`src/rtl/eaglesong_circulant.sv`:
```
// Eaglesong circulant step: out = rotl(w,c0) ^ rotl(w,c1) ^ rotl(w,c2), one rotation per cycle.
// The rotation amounts come from the combinational coefficient table, indexed by 3*word_idx + k.

module eaglesong_coefficients (
  input  logic [5:0] index_to_request,
  output logic [4:0] coefficient
);

  always_comb begin
    // NOTE: a default before the case keeps every path assigned, so no latch is inferred.
    coefficient = 5'd0;
    case (index_to_request)
      6'd0:  coefficient = 5'd0;   6'd1:  coefficient = 5'd2;   6'd2:  coefficient = 5'd4;
      6'd3:  coefficient = 5'd0;   6'd4:  coefficient = 5'd13;  6'd5:  coefficient = 5'd22;
      6'd6:  coefficient = 5'd0;   6'd7:  coefficient = 5'd4;   6'd8:  coefficient = 5'd19;
      6'd9:  coefficient = 5'd0;   6'd10: coefficient = 5'd3;   6'd11: coefficient = 5'd14;
      6'd12: coefficient = 5'd0;   6'd13: coefficient = 5'd27;  6'd14: coefficient = 5'd31;
      6'd15: coefficient = 5'd0;   6'd16: coefficient = 5'd3;   6'd17: coefficient = 5'd8;
      6'd18: coefficient = 5'd0;   6'd19: coefficient = 5'd17;  6'd20: coefficient = 5'd26;
      6'd21: coefficient = 5'd0;   6'd22: coefficient = 5'd3;   6'd23: coefficient = 5'd12;
      6'd24: coefficient = 5'd0;   6'd25: coefficient = 5'd18;  6'd26: coefficient = 5'd22;
      6'd27: coefficient = 5'd0;   6'd28: coefficient = 5'd12;  6'd29: coefficient = 5'd18;
      6'd30: coefficient = 5'd0;   6'd31: coefficient = 5'd4;   6'd32: coefficient = 5'd7;
      6'd33: coefficient = 5'd0;   6'd34: coefficient = 5'd4;   6'd35: coefficient = 5'd31;
      6'd36: coefficient = 5'd0;   6'd37: coefficient = 5'd12;  6'd38: coefficient = 5'd27;
      6'd39: coefficient = 5'd0;   6'd40: coefficient = 5'd7;   6'd41: coefficient = 5'd17;
      6'd42: coefficient = 5'd0;   6'd43: coefficient = 5'd7;   6'd44: coefficient = 5'd8;
      6'd45: coefficient = 5'd0;   6'd46: coefficient = 5'd1;   6'd47: coefficient = 5'd13;
      default: coefficient = 5'd0;
    endcase
  end

endmodule

module eaglesong_circulant #(
  parameter int WORDS = 16
) (
  input  logic        clk,
  input  logic        rst,
  input  logic        in_valid,
  output logic        in_ready,
  input  logic [31:0] in_word,
  output logic        out_valid,
  input  logic        out_ready,
  output logic [31:0] out_word,
  output logic        out_last,
  output logic [3:0]  word_idx
);

  localparam logic [3:0] LAST_IDX = 4'(WORDS - 1);

  typedef enum logic [1:0] {IDLE, ROT, OUT} state_e;

  state_e      state_q;
  logic [1:0]  k_q;
  logic [3:0]  word_idx_q, word_idx_d;
  logic [31:0] word_q, acc_q, acc_d;
  logic        in_ready_q, out_valid_q, out_last_q;

  logic [5:0]  coef_index;
  logic [4:0]  coef;
  logic [31:0] rotated;

  assign coef_index = 6'd3 * {2'b00, word_idx_q} + {4'b0000, k_q};

  eaglesong_coefficients u_coefficients (
    .index_to_request (coef_index),
    .coefficient      (coef)
  );

  // A right shift by 32 yields zero, so a zero rotation returns the word unchanged.
  assign rotated    = (word_q << coef) | (word_q >> (6'd32 - {1'b0, coef}));
  assign acc_d      = acc_q ^ rotated;
  assign word_idx_d = (word_idx_q == LAST_IDX) ? 4'd0 : word_idx_q + 4'd1;

  // NOTE: sequential state uses non-blocking assignments so every register samples pre-edge values.
  always_ff @(posedge clk) begin
    if (rst) begin
      state_q     <= IDLE;
      k_q         <= 2'd0;
      word_idx_q  <= 4'd0;
      word_q      <= 32'd0;
      acc_q       <= 32'd0;
      in_ready_q  <= 1'b1;
      out_valid_q <= 1'b0;
      out_last_q  <= 1'b0;
    end else begin
      case (state_q)
        IDLE: begin
          if (in_valid) begin
            word_q     <= in_word;
            acc_q      <= 32'd0;
            k_q        <= 2'd0;
            in_ready_q <= 1'b0;
            state_q    <= ROT;
          end
        end
        ROT: begin
          acc_q <= acc_d;
          if (k_q == 2'd2) begin
            out_valid_q <= 1'b1;
            out_last_q  <= (word_idx_q == LAST_IDX);
            state_q     <= OUT;
          end else begin
            k_q <= k_q + 2'd1;
          end
        end
        OUT: begin
          if (out_ready) begin
            word_idx_q  <= word_idx_d;
            k_q         <= 2'd0;
            out_valid_q <= 1'b0;
            out_last_q  <= 1'b0;
            in_ready_q  <= 1'b1;
            state_q     <= IDLE;
          end
        end
        default: state_q <= IDLE;
      endcase
    end
  end

  assign in_ready  = in_ready_q;
  assign out_valid = out_valid_q;
  assign out_word  = acc_q;
  assign out_last  = out_last_q;
  assign word_idx  = word_idx_q;

endmodule

```
`config.mk`:
```
export PLATFORM = sky130hd
export DESIGN_NAME = eaglesong_circulant
export DESIGN_NICKNAME = d
export VERILOG_FILES = /design/src/rtl/eaglesong_circulant.sv
export SDC_FILE = /design/constraint.sdc
export NUM_CORES = 1
export LEC_CHECK = 0
export BUFFER_PORTS_ARGS = -buffer_cell sky130_fd_sc_hd__buf_2
export CORE_ASPECT_RATIO = 0.9
export CORE_UTILIZATION = 40
export DETAILED_ROUTE_END_ITERATION = 6
export GPL_TIMING_DRIVEN = 1
export SYNTH_ARGS = -nofsm -noshare
export SYNTH_HDL_FRONTEND = slang
export SYNTH_SLANG_ARGS = --single-unit
```
`constraint.sdc`:
```
create_clock -name clk -period 10.3 [get_ports clk]
set_input_delay 2.575 -clock clk [delete_from_list [all_inputs] [get_ports clk]]
set_output_delay 2.575 -clock clk [all_outputs]
set_load 0.02 [all_outputs]
```
==> Flow_metrics.wiki <==
{| class="wikitable"
! Metric !! Value
|-
| Wire length per cell after detailed routing || 22.6 µm
|-
| Worst Hold Depth || 2
|-
| Post-layout minimum cycle time || 8.50 ns
|-
| Share of total power in the clock network || 36.8%
|-
| Beginning of the worst hold path || out_valid$_SDFFE_PP0P_
|-
| Maximum clock frequency || 118 MHz
|-
| IO buf count || 74
|-
| Worst Path Class, Setup || flop to flop
|-
| Routed via count divided by cell count || 6.46
|-
| Number of nets in the synthesized netlist || 1164
|-
| Internal power contribution || 0.000609 W
|-
| Cell type of the slowest stage on the worst timing path || fa_1
|-
| Number of clock buffers inserted by TritonCTS || 9
|-
| Clock-pin slew on the worst setup and hold paths || 0.06 ns
|-
| Worst setup slack for register-to-register paths || 1.80 ns
|-
| Placed Instances || 1381
|-
| Chip Height || 141 µm
|-
| Layout filler cell count || 2137
|-
| Tightest slew margin relative to the limit || 31.3%
|-
| Global placement routability congestion || 1.01
|-
| Element type at the critical path end || flop
|-
| Critical R2R Launch || word_idx[0]$_SDFFE_PP0P_
|-
| Total Die Area || 22200 µm²
|-
| Core outline area || 21000 µm²
|-
| Post-route insts no fill || 1397
|-
| Share of the clock period used by the worst path after layout || 82.5%
|-
| Detailed placer's ending HPWL || 23200 µm
|-
| Number of design rule violations left after detail routing || 2
|-
| Via Count || 9030
|-
| Initial DRT Pass Iterations || 7
|-
| Number of placement rows || 50
|-
| Transition time of the tightest slew-check pin || 1.03 ns
|-
| Type of element launching the critical path || flop
|-
| Number of hold violations in the final report || 0
|-
| Initial antenna violation count || 0
|-
| Cell Pwr Density || 99.1 nW/µm²
|-
| Via count of the first global-routing pass || 8229
|-
| Area share of the leading cell type in the synthesized netlist || 17.4%
|-
| Max-cap violations || 0
|-
| Critical-path maximum fanout || 51
|-
| Gates resized, CTS repair || 0
|-
| Multi-input gate area || 6540 µm²
|-
| Largest net degree at the start of global routing || 105
|-
| Combined area of all synthesized cells || 8640 µm²
|-
| Number of failing setup endpoints in the final timing report || 0
|-
| Hold buffers post-CTS || 0
|-
| Maximum number of buffers from clock root to sink || 2
|-
| Die width || 157 µm
|-
| Net switching power of the design || 0.000316 W
|-
| Mean area per synthesized cell || 7.80 µm²
|-
| Final-stage net count || 1163
|-
| Fraction of layout cells with a size suffix above 1 || 18.2%
|-
| Peak VDD IR || 0.0000871 V
|-
| Overall overflow remaining after global route || 0
|-
| Lkg Pwr || 3.77 nW
|-
| Status || finished, violations left
|-
| Number of pins exceeding their max-slew limit in the final report || 0
|-
| Relative contribution of sequential cells to total power || 36.5%
|-
| Most common flop cell mapped by yosys || dfxtp_1
|-
| Required time of the critical path || 10.53 ns
|-
| Violations in the final reports || DRC
|-
| Initial cell density of the core || 41.2%
|-
| Synthesis Warnings || 0
|-
| Hold crit path type || flop to flop
|-
| Antenna viol nets, final || 0
|-
| Total routing usage reported by global routing || 28.8%
|-
| Share of flip-flops with an asynchronous set or reset after synthesis || 0%
|-
| RSZ-0062 raised after global routing || no
|-
| Antenna Diode Count || 0
|-
| Maximum cell stage delay along the critical path || 1.07 ns
|-
| Cells after Synth || 1107
|-
| Arrival @ worst endpoint || 8.73 ns
|-
| Number of sinks on the clock net || 75
|-
| CTS tree || yes
|-
| Number of synthesized flops with an enable pin || 0
|-
| Worst-case reg-to-reg path depth || 21
|-
| Cell breakdown of the critical path || inv_1, fa_1, inv_1, ha_1, fa_1, inv_1, mux4_2, o22ai_2, o21ai_4, buf_4, inv_2, buf_4, ha_1, buf_4, clkinv_1, nor2_1, a22o_1, a211oi_1, mux4_2, a222oi_1, mux2_1
|-
| Dominant cells by area after synthesis || dfxtp_1 17%, mux2i_1 14%, nand2_1 6.2%
|-
| Routed wire length || 31500 µm
|-
| # H-tree levels || 3
|-
| Endpoint of the worst register-to-register path || out_word[2]$_SDFFE_PP0P_
|-
| Total negative setup slack || 0 ns
|-
| Yosys reg bits || 75
|-
| Root Buffer || clkbuf_16
|-
| Register Area || 1500 µm²
|-
| Later-pin clock latency in the skew report || 0.35 ns
|-
| WHS Endpoint || out_valid$_SDFFE_PP0P_
|-
| Layout-stage area growth over the synthesis result || 8.04%
|-
| Wire length of the first global-routing pass || 48500 µm
|-
| Number of top-level pins || 75
|-
| Number of library cell types mapped by synthesis || 90
|-
| Combinational share of power || 26.7%
|-
| Register area share after synthesis || 17.4%
|-
| Switching power share of the total || 34.2%
|-
| Number of buffers inserted by post-CTS setup repair || 0
|-
| Biggest area consumer among synthesized cells || dfxtp_1
|-
| Number of DRC violations after detailed-routing iteration 0 || 1268
|-
| Worst-case clock skew || 0.0100 ns
|}
==> sequential cells by signal (all words and copies together), names as in the netlist <==
register   cells
out_word      32
word_q        32
word_idx       4
k_q            2
state_q        2
in_ready       1
out_last       1
out_valid      1
==> synth_stat cells (27+ instances only) <==
cell,count
a211oi_1,28
a21oi_1,78
buf_2,27
clkbuf_1,57
dfxtp_1,75
mux2_2,47
mux2i_1,120
nand2_1,143
nand3_1,30
nor2_1,85
nor3b_1,28
o21ai_0,42
==> worst max path at each step <==
stage	from	endpoint	slack, ns	depth (start not counted)
floorplan	word_idx[0]$_SDFFE_PP0P_	out_word[2]$_SDFFE_PP0P_	3.60	23
global placement	word_idx[0]$_SDFFE_PP0P_	out_word[2]$_SDFFE_PP0P_	2.15	21
detailed placement	word_idx[0]$_SDFFE_PP0P_	out_word[2]$_SDFFE_PP0P_	2.07	21
CTS	word_idx[0]$_SDFFE_PP0P_	out_word[2]$_SDFFE_PP0P_	2.05	21
global route	word_idx[0]$_SDFFE_PP0P_	out_word[10]$_SDFFE_PP0P_	1.36	23
finish	word_idx[0]$_SDFFE_PP0P_	out_word[2]$_SDFFE_PP0P_	1.80	21
==> routing by layer <==
layer | track usage (%) | routed length (µm)
met4 | 11.8 | 1170
met1 | 40.4 | 13400
met2 | 40.5 | 13000
met3 | 8.77 | 3960
met5 | 0 | 0
==> critical path: cells and delay by family (launching register included) <==
| family | cells | cell delay [ns] |
|---|---|---|
| multiplexers | 3 | 1.26 |
| flip-flops | 1 | 0.43 |
| AND/OR/NAND/NOR | 1 | 0.66 |
| AO/OA/AOI/OAI | 5 | 1.25 |
| buffers and inverters | 8 | 2.63 |
| adder cells (fa/ha/maj) | 4 | 2.01 |
==> area by class of cell <==
type                            instances  share of cell area, %
Clock inverter                          6                  0.952
Sequential cell                        75                   16.1
Multi-Input combinational cell        901                   70.1
Inverter                               27                   1.11
Clock buffer                           10                   2.45
Timing Repair Buffer                   92                   5.42
Tap cell                              286                   3.84
==> placed cells by master (no fill, tap or decap), types with 28 or more instances in the layout <==
cell        n
nand2_1   143
mux2i_1   120
nor2_1     85
a21oi_1    77
dfxtp_1    75
buf_2      74
mux2_2     47
o21ai_0    42
nand3_1    30
nor3b_1    28
a211oi_1   28
==> cells by family after synthesis <==
logic type | Yosys count | synth area share (%)
AND/OR/NAND/NOR | 367 | 20.0
AO/OA/AOI/OAI | 309 | 25.1
multiplexers | 197 | 26.5
buffers and inverters | 131 | 7.03
flip-flops | 75 | 17.4
adder cells (fa/ha/maj) | 21 | 3.22
XOR/XNOR | 7 | 0.884
==> power by group through the flow <==
| stage | logic (W) | clock network [W] | registers (W) |
|---|---|---|---|
| global placement | 0.000240 | 0 | 0.000342 |
| global route | 0.000265 | 0.000360 | 0.000338 |
| detailed placement | 0.000238 | 0 | 0.000341 |
| floorplan | 0.000177 | 0 | 0.000326 |
| CTS | 0.000240 | 0.000349 | 0.000335 |
| finish | 0.000247 | 0.000340 | 0.000338 |
==> stage by stage <==
| step | power (W) | hold WS (ns) | utilization (%) | worst slack [ns] | area, µm² |
|---|---|---|---|---|---|
| after floorplan | 0.000503 | 0.482 | - | 3.60 | 8640 |
| after global placement | 0.000581 | 0.442 | 43.0 | 2.15 | 9010 |
| after detailed placement | 0.000580 | 0.444 | 43.0 | 2.07 | 9010 |
| after CTS | 0.000923 | 0.459 | 44.5 | 2.05 | 9330 |
| after global routing | 0.000962 | 0.489 | 44.5 | 1.36 | 9330 |
| final | 0.000925 | 0.452 | 44.5 | 1.80 | 9330 |
No activity file was read; power rests on OpenSTA's default activity.
